==> config.mk <==
export PLATFORM = sky130hd
export DESIGN_NAME = tarot_draw_sequencer
export DESIGN_NICKNAME = d
export VERILOG_FILES = /design/src/rtl/tarot_pkg.sv /design/src/rtl/tarot_card_filter.sv /design/src/rtl/tarot_draw_sequencer.sv
export SDC_FILE = /design/constraint.sdc
export NUM_CORES = 1
export LEC_CHECK = 0
export ABC_AREA = 1
export BUFFER_PORTS_ARGS = -buffer_cell sky130_fd_sc_hd__clkbuf_2
export CORE_ASPECT_RATIO = 0.9
export CORE_MARGIN = 2
export CORE_UTILIZATION = 55
export CTS_CLUSTER_SIZE = 28
export DETAILED_ROUTE_END_ITERATION = 10
export PLACE_DENSITY = 0.81
export SYNTH_ARGS = -nofsm -noshare
export SYNTH_HDL_FRONTEND = slang
export SYNTH_HIERARCHICAL = 1
export SYNTH_SLANG_ARGS = --single-unit
==> constraint.sdc <==
create_clock -name clk -period 2.5 [get_ports clk]
set_clock_uncertainty 0.2 [all_clocks]
set_input_delay 0.25 -clock clk [delete_from_list [all_inputs] [get_ports clk]]
set_output_delay 0.25 -clock clk [all_outputs]
set_load 0.05 [all_outputs]
==> src/rtl/tarot_pkg.sv <==
// Shared constants, state encoding and helpers for the tarot spread sequencer.
// Card indices are 7 bits wide; spreads hold at most 8 slots.
package tarot_pkg;

    localparam int          DECK_SIZE    = 78;
    localparam int          CARD_W       = 7;
    localparam int          SLOT_W       = 3;
    localparam logic [15:0] SEED_NONZERO = 16'h0001;

    typedef enum logic [2:0] {
        S_IDLE   = 3'd0,
        S_LAUNCH = 3'd1,
        S_WAIT   = 3'd2,
        S_CHECK  = 3'd3,
        S_EMIT   = 3'd4,
        S_DONE   = 3'd5,
        S_ERR    = 3'd6
    } state_t;

    // The Henon PRNG locks up on an all-zero seed, so zero is never handed to it.
    function automatic logic [15:0] nonzero_seed(input logic [15:0] s);
        return (s == 16'h0000) ? SEED_NONZERO : s;
    endfunction

endpackage

==> src/rtl/tarot_card_filter.sv <==
// Combinational sample filter: a raw 7-bit sample becomes a card only if it
// names a real card that has not already been dealt in this spread.
module tarot_card_filter #(
    parameter int DECK = tarot_pkg::DECK_SIZE
) (
    input  logic [tarot_pkg::CARD_W-1:0] idx,
    input  logic [DECK-1:0]              mask,
    output logic                         accept
);
    import tarot_pkg::*;

    // Zero-extended so every 7-bit sample indexes a defined bit.
    logic [2**CARD_W-1:0] mask_ext;

    // NOTE: every always_comb output gets a default first so no path can infer a latch.
    always_comb begin
        mask_ext            = '0;
        mask_ext[DECK-1:0]  = mask;
        accept              = ({1'b0, idx} < (CARD_W + 1)'(DECK)) && !mask_ext[idx];
    end

endmodule

==> src/rtl/tarot_draw_sequencer.sv <==
// Deals one spread of SPREAD_LEN distinct cards by driving a single Henon PRNG,
// rejection-sampling its x output and taking card orientation from y[0].
module tarot_draw_sequencer #(
    parameter int DECK_SIZE   = tarot_pkg::DECK_SIZE,
    parameter int SPREAD_LEN  = 3,
    parameter int MAX_RETRY   = 16,
    parameter int TIMEOUT_CYC = 1024
) (
    input  logic                         clk,
    input  logic                         rst_n,
    input  logic                         draw_req,
    input  logic [15:0]                  seed_q16,
    input  logic [31:0]                  fingerprint_mean,
    output logic                         prng_start,
    output logic [15:0]                  prng_seed_q16,
    output logic [31:0]                  prng_fingerprint,
    input  logic [31:0]                  prng_x,
    input  logic [31:0]                  prng_y,
    input  logic                         prng_done,
    output logic                         card_valid,
    output logic [tarot_pkg::CARD_W-1:0] card_idx,
    output logic                         card_reversed,
    output logic [tarot_pkg::SLOT_W-1:0] card_slot,
    output logic                         spread_done,
    output logic                         busy,
    output logic                         error
);
    import tarot_pkg::*;

    localparam int                RETRY_W   = $clog2(MAX_RETRY + 1);
    localparam int                TMO_W     = $clog2(TIMEOUT_CYC + 1);
    localparam logic [SLOT_W-1:0] LAST_SLOT = SLOT_W'(SPREAD_LEN - 1);

    state_t               state;
    state_t               state_nx;
    logic [DECK_SIZE-1:0] mask;
    logic [SLOT_W-1:0]    slot;
    logic [RETRY_W-1:0]   retry;
    logic [TMO_W-1:0]     tmo_cnt;
    logic [15:0]          seed;
    logic [31:0]          fingerprint;
    logic [15:0]          x_lat;
    logic                 y_lat;
    logic [CARD_W-1:0]    idx;
    logic                 accept_card;
    logic                 unused_bits;

    assign idx              = x_lat[CARD_W-1:0];
    assign prng_seed_q16    = seed;
    assign prng_fingerprint = fingerprint;
    assign unused_bits      = ^{prng_x[31:16], prng_y[31:1]};

    tarot_card_filter #(
        .DECK (DECK_SIZE)
    ) u_filter (
        .idx    (idx),
        .mask   (mask),
        .accept (accept_card)
    );

    // NOTE: sequential state uses non-blocking assignments so every flop samples pre-edge values.
    always_ff @(posedge clk or negedge rst_n) begin
        if (!rst_n) begin
            state <= S_IDLE;
        end else begin
            state <= state_nx;
        end
    end

    always_comb begin
        state_nx    = state;
        prng_start  = 1'b0;
        card_valid  = 1'b0;
        spread_done = 1'b0;
        busy        = 1'b1;
        error       = 1'b0;
        case (state)
            S_IDLE: begin
                busy = 1'b0;
                if (draw_req) state_nx = S_LAUNCH;
            end
            S_ERR: begin
                busy  = 1'b0;
                error = 1'b1;
                if (draw_req) state_nx = S_LAUNCH;
            end
            S_LAUNCH: begin
                prng_start = 1'b1;
                state_nx   = S_WAIT;
            end
            // A result arriving on the final timeout cycle is still taken.
            S_WAIT: begin
                if (prng_done)                                state_nx = S_CHECK;
                else if (tmo_cnt == TMO_W'(TIMEOUT_CYC - 1)) state_nx = S_ERR;
            end
            S_CHECK: begin
                if (accept_card)                              state_nx = S_EMIT;
                else if (retry == RETRY_W'(MAX_RETRY - 1))    state_nx = S_ERR;
                else                                          state_nx = S_LAUNCH;
            end
            S_EMIT: begin
                card_valid = 1'b1;
                state_nx   = (slot == LAST_SLOT) ? S_DONE : S_LAUNCH;
            end
            S_DONE: begin
                spread_done = 1'b1;
                state_nx    = S_IDLE;
            end
            default: state_nx = S_IDLE;
        endcase
    end

    // NOTE: the dealt-card mask is a plain register, so it is reset like any other flop.
    always_ff @(posedge clk or negedge rst_n) begin
        if (!rst_n) begin
            mask          <= '0;
            slot          <= '0;
            retry         <= '0;
            tmo_cnt       <= '0;
            seed          <= '0;
            fingerprint   <= '0;
            x_lat         <= '0;
            y_lat         <= 1'b0;
            card_idx      <= '0;
            card_reversed <= 1'b0;
            card_slot     <= '0;
        end else begin
            case (state)
                S_IDLE, S_ERR: begin
                    if (draw_req) begin
                        seed        <= nonzero_seed(seed_q16);
                        fingerprint <= fingerprint_mean;
                        mask        <= '0;
                        slot        <= '0;
                        retry       <= '0;
                    end
                end
                S_LAUNCH: tmo_cnt <= '0;
                S_WAIT: begin
                    if (prng_done) begin
                        x_lat <= prng_x[15:0];
                        y_lat <= prng_y[0];
                    end else begin
                        tmo_cnt <= tmo_cnt + TMO_W'(1);
                    end
                end
                // Every sample chains the next seed, whether or not it became a card.
                S_CHECK: begin
                    seed <= nonzero_seed(x_lat);
                    if (accept_card) begin
                        card_idx      <= idx;
                        card_reversed <= y_lat;
                        card_slot     <= slot;
                    end else begin
                        retry <= retry + RETRY_W'(1);
                    end
                end
                S_EMIT: begin
                    mask  <= mask | (DECK_SIZE'(1) << card_idx);
                    retry <= '0;
                    if (slot != LAST_SLOT) slot <= slot + SLOT_W'(1);
                end
                default: ;
            endcase
        end
    end

endmodule
Word level (Yosys, flattened, before mapping)
Cells that the tools add are included.

Input bits: 116. Bits in registers: 176. Output and inout bits: 64.

Bitwise operators: 1. Order comparisons: 2. Shift operators: 1. Equality and inequality tests: 15. Reduce and logical (&&, ||, !) cells: 19. Add/sub/neg operators: 3. Multiplexer cells: 28.

Operator list (number): 78-bit case mux with 2 select lines (1); 78-bit 2-to-1 mux (1); 78-bit bitwise OR (1); 1-bit by 7-bit left shift with 78-bit output, first input constant (1); 16-bit 2-to-1 mux (3); 16-bit zero test (2); 16-bit case mux with 2 select lines (1); 3-bit 2-to-1 mux (8); 11-bit case mux with 2 select lines (1); 3-bit case mux with 5 select lines (1); 5-bit case mux with 3 select lines (1); 2-bit AND reduction (7); 11-bit by 1-bit adder with 11-bit output, second input constant (1); 11-bit by 10-bit == test with 1-bit output, second input constant (1); 11-bit 2-to-1 mux (1); 5-bit 2-to-1 mux (2); 3-bit by 2-bit == test with 1-bit output, second input constant (3); 3-bit == test, second input constant (3); 7-bit by 8-bit less-than comparator with 1-bit output, second input constant (1); 1-bit binary-select mux with 7-bit select (1); 7-bit less-than comparator, second input constant (1); 1-bit 2-to-1 mux (6); 2-bit inequality test, second input constant (3); 3-bit case mux with 2 select lines (1); 14 further kinds (17).

Depth between registers and ports, before layout
Depth after elaboration: 6. Depth in mapped cells: 19. Gate-level depth less buffers: 17.

Modules after synthesis
Netlist, hierarchy kept.

Modules (own cells, without submodules): tarot_draw_sequencer (area each 7455.9 um^2, sequential area each 4404.2 um^2, cells each 878, instances 1); tarot_card_filter (area each 883.3 um^2, sequential area each 0.0 um^2, cells each 207, instances 1).

Least setup slack after synthesis
Ideal clock, no wire load.

Path type: reg2reg. Start: register x_lat[1]. End: register state[2]. Cell stages (with the launch flop): 16. Buffers on the path: 3. Period minus slack after synthesis: 2.297 ns. Path slack: 0.203 ns. Arrival time: 1.979 ns. Cell sequence: dfrtp_1 buf_2 buf_2 nand3_1 nand3_1 nand3_1 a21oi_1 nor2_1 nand2_1 nand2_1 clkbuf_1 or2_2 nand2_1 nand3_1 nand3_1 nand2_1.

Word-level cells in the longest chain between the ends: 6. Elaborated cells on any way between the ends: 7. Those cells by class: order compare: 1; mux: 4; reduce/logical: 2.

Ends and longest elaborated chain: start: declaration (line tarot_draw_sequencer.sv:42) `logic [15:0] x_lat;`; start signal: assignment (line tarot_draw_sequencer.sv:141) `x_lat <= prng_x[15:0];`; 1-bit binary-select mux with 7-bit select (line tarot_card_filter.sv:19) `accept = ({1'b0, idx} < (CARD_W + 1)'(DECK)) && !mask_ext[idx];`; 1-bit 2-to-1 mux (implied by the code) (line tarot_card_filter.sv:19); 1-bit zero test (line tarot_card_filter.sv:19); 1-bit logical AND (*) (line tarot_card_filter.sv:19); named net accept_card (line tarot_draw_sequencer.sv:45) `logic accept_card;`; 3-bit 2-to-1 mux (*) (line tarot_draw_sequencer.sv:97) `if (accept_card) state_nx = S_EMIT;`; 3-bit case mux with 5 select lines (*) (line tarot_draw_sequencer.sv:77) `case (state)`; end signal: assignment (line tarot_draw_sequencer.sv:66) `state <= state_nx;`; end: declaration (line tarot_draw_sequencer.sv:34) `state_t state;`.

Mark *: on every way through the listed nets, which the timed path passes. The rest lies on a longest branch. The select of a mux whose other input is x is not followed. A chain may end at the register's enable or synchronous reset.

Final worst setup path
Start: register x_lat[0]. End: register state[2].

Same word-level chain as after synthesis.

==> flow_summary_export.csv <==
group,metric,value,unit
status,outcome,"finished clean",
sta,period_share,95.6,%
sta,rsz0062_at_grt,"false",
route,routedLengthMet1,9640,um
route,detail-route-antenna-nets,0,
sta,hold_viol_final,0,
placed_design,dp_hpwl,14300,um
route,dr.pass1.iters,5,
global_route,grt_max_degree,108,
final_layout,syn2layout_area_growth,26.9,%
clock_network,clock_sinks,176,
synth,syn_area,8340,sq um
final_layout,fin_nets,1404,
critical_path,critical_path_class,"reg2reg",
floorplan,die_area,16200,sq um
floorplan,num_rows,42,
route,postRouteWirelength,24300,um
critical_path,crit_required,2630,ps
route,wl_met3,1780,um
final_layout,nFillCells,1053,
floorplan,die_x,134,um
final_layout,multi_input_area,3410,sq um
clock_network,htreeDepth,4,
power,vdd_ir_drop_max,0.000956,V
sta,fin_ws,110,ps
critical_path,end_kind,"flip-flop",
sta,final_max_slew_viol_count,0,
floorplan,fp.dieH,121,um
final_layout,final_core_util,71.7,%
global_route,grt_overflow_total,0,
clock_network,clockBufferDepth,2,
sta,max_freq,0.418,GHz
floorplan,start_util,56.5,%
power,totalPowerFinal,12.8,mW
route,vias_per_cell,5.51,
critical_path,crit_start,"x_lat[0]",
worst_hold_path,hold_class,"in2reg",
global_route,grt_pass1_vias,7986,
placed_design,place_area,9290,sq um
synth,synthesis.nets,1206,
run,cap_viol_max_count,0,
route,post-route-drc-count,0,
route,drt_iter0_drc,771,
synth,ys_ff_latch,176,
sta,worstMarginPinSlew,698,ps
sta,tns,0,ps
synth,yosysWarningCount,6,
clock_network,cts_tree,"built",
critical_path,reg2reg_from,"x_lat[0]",
synth,ys_seq_area_share,52.8,%
clock_network,cts.clk_slew.worst_paths,70,ps
final_layout,postLayoutCellArea,10600,sq um
final_layout,n_antenna_cell,0,
critical_path,crit_arrival,2520,ps
clock_network,clk-insertion-delay-late,440,ps
synth,synthCells,1085,
clock_network,cts-root-buf,"clkbuf_16",
floorplan,core_area,14800,sq um
route,vias,8232,
synth,synthDistinctLibCells,25,
sta,setup_violations,0,
sta,slew_headroom,53.1,%
final_layout,drive_gt1_share,17.0,%
power,power.density,1210,nW/um^2
clock_network,cts_setup_buffers,0,
placed_design,io_buffer_count,132,
placed_design,pre_cts_slack,120,ps
global_route,antenna_found_initial,0,
route,wl_met2,11900,um
sta,min_period,2390,ps
final_layout,seq_area,4410,sq um
global_route,grt_pass1_wl,39200,um
route,top_layer,"met4",
critical_path,startpoint_type,"flip-flop",
critical_path,crit_fanout,15,
clock_network,cts_made_buffers,17,
worst_hold_path,hp-start,"draw_req",
global_route,grt_usage,31.0,%
route,wl_per_cell,16.3,um
synth,avgSynthCellArea,7.69,sq um
floorplan,io_pins,180,
placed_design,place.gp.congestion,0.853,
power,p_leak,5.29,nW
-- report_power, final --
part           total [mW]  leakage, nW  switching, mW  internal (mW)
Sequential           4.07         2.34          0.567           3.51
Combinational        6.05         2.68           4.49           1.56
Clock                2.69        0.269           1.20           1.49
-- logic make-up (layout without fill, tap and decap cells) --
| kind of cell | count (synthesis) | in the layout | synth area share, % |
|---|---|---|---|
| compound gates | 118 | 118 | 7.19 |
| buf+inv | 120 | 331 | 6.41 |
| simple gates | 665 | 665 | 32.7 |
| flops | 176 | 176 | 52.8 |
| fa+ha+maj | 5 | 5 | 0.750 |
| xor+xnor | 1 | 1 | 0.105 |
-- per-stage QoR --
| stage | instances | hold WS (ps) |
|---|---|---|
| after floorplan | 1085 | -246 |
| after global placement | 1395 | 88.3 |
| after detailed placement | 1395 | 88.5 |
| after CTS | 1493 | 27.9 |
| after global routing | 1494 | 61.6 |
| final | 1494 | 48.3 |
-- path summary, 6_finish.rpt --
path                                   endpoint  slack, ps  cells past startpoint
max reg2reg                            state[2]        110                     16
min                        prng_fingerprint[18]         50                      4
max in group asynchronous   prng_fingerprint[2]       1190                      3
min in group asynchronous              mask[28]        190                      2
max                                    state[2]        110                     16
min reg2reg                       card_reversed        280                      2
-- repair_timing --
| item | 4_1_cts | 5_1_grt |
|---|---|---|
| hold buffers | 66 | 0 |
| setup endpoints to repair | 0 | 3 |
| endpoints found under the hold margin | 125 | 0 |
| resized for setup | 0 | 5 |
-- layout by cell type, fill, tap and decap left out, types with 2 or more instances in the layout --
cell           synthesis  layout
inv_1                 61      61
o21ai_1               17      17
buf_6                  1       2
or2_2                  4       4
dfrtp_1              176     175
ha_1                   5       5
o21ai_0               86      86
nand4_1               15      15
clkbuf_2               0     131
clkinv_4               0       2
clkbuf_16              0      18
nand3_1              108     108
inv_8                  0       2
buf_4                 13      24
a21oi_1               12      11
nand2_1              467     466
nor3_1                 7       7
nand2_2                2       3
clkinvlp_4             0       6
dlygate4sd3_1          0      66
inv_2                  8       7
nor2_2                 2       2
nand3_2                4       3
bufinv_16              0       2
nor2_1                55      55
buf_12                 0       6
-- worst max-delay path, cell delays in order, from the launching register on --
cell     delay [ps]
dfrtp_2         450
inv_4           120
buf_12          150
nand2_1          50
nand3_1          80
nand3_1         100
nand2_1         110
nand2_1          70
nand3_1         110
nand3_1          80
nand2_1          90
nand2_2          90
or2_2           320
nand2_1          80
nand3_1          70
nand3_1          70
nand2_1          50
-- final cells by class --
| class | instances | share of cell area (%) |
|---|---|---|
| clock inverter | 14 | 1.50 |
| timing repair buffer | 230 | 15.7 |
| tap | 198 | 2.34 |
| sequential | 176 | 41.6 |
| clock buffer | 18 | 4.06 |
| inverter | 69 | 2.47 |
| multi-input combinational | 789 | 32.3 |
-- state kept, by name, indices dropped and copies added, names as in the netlist, 3 cells and up --
signal            flops
retry                 5
state                 3
slot                  3
card_idx              7
card_slot             3
prng_fingerprint     32
x_lat                16
prng_seed_q16        16
tmo_cnt              11
mask                 78
-- synth_stat cells (all sizes together) --
master / count / share of area, %
nor3: 7 / 0.42
clkbuf: 15 / 0.68
o21ai: 104 / 6.3
nor2: 57 / 2.6
dfrtp: 176 / 53
ha: 5 / 0.75
nand2: 469 / 21
buf: 36 / 2.6
nand3: 112 / 7.0
inv: 69 / 3.1
a21oi: 12 / 0.72
nand3b: 1 / 0.14
o31ai: 1 / 0.090
o21bai: 1 / 0.090
nand4: 15 / 1.1
or2: 4 / 0.30
xor2: 1 / 0.11
-- layer usage --
layer / up-vias / track usage (%)
li1: 3856 / -
met1: 3878 / 39.5
met2: 407 / 50.9
met3: 91 / 5.83
met4: 0 / 15.6
met5: - / 0
Note: power is estimated with default switching activity, not from simulation.
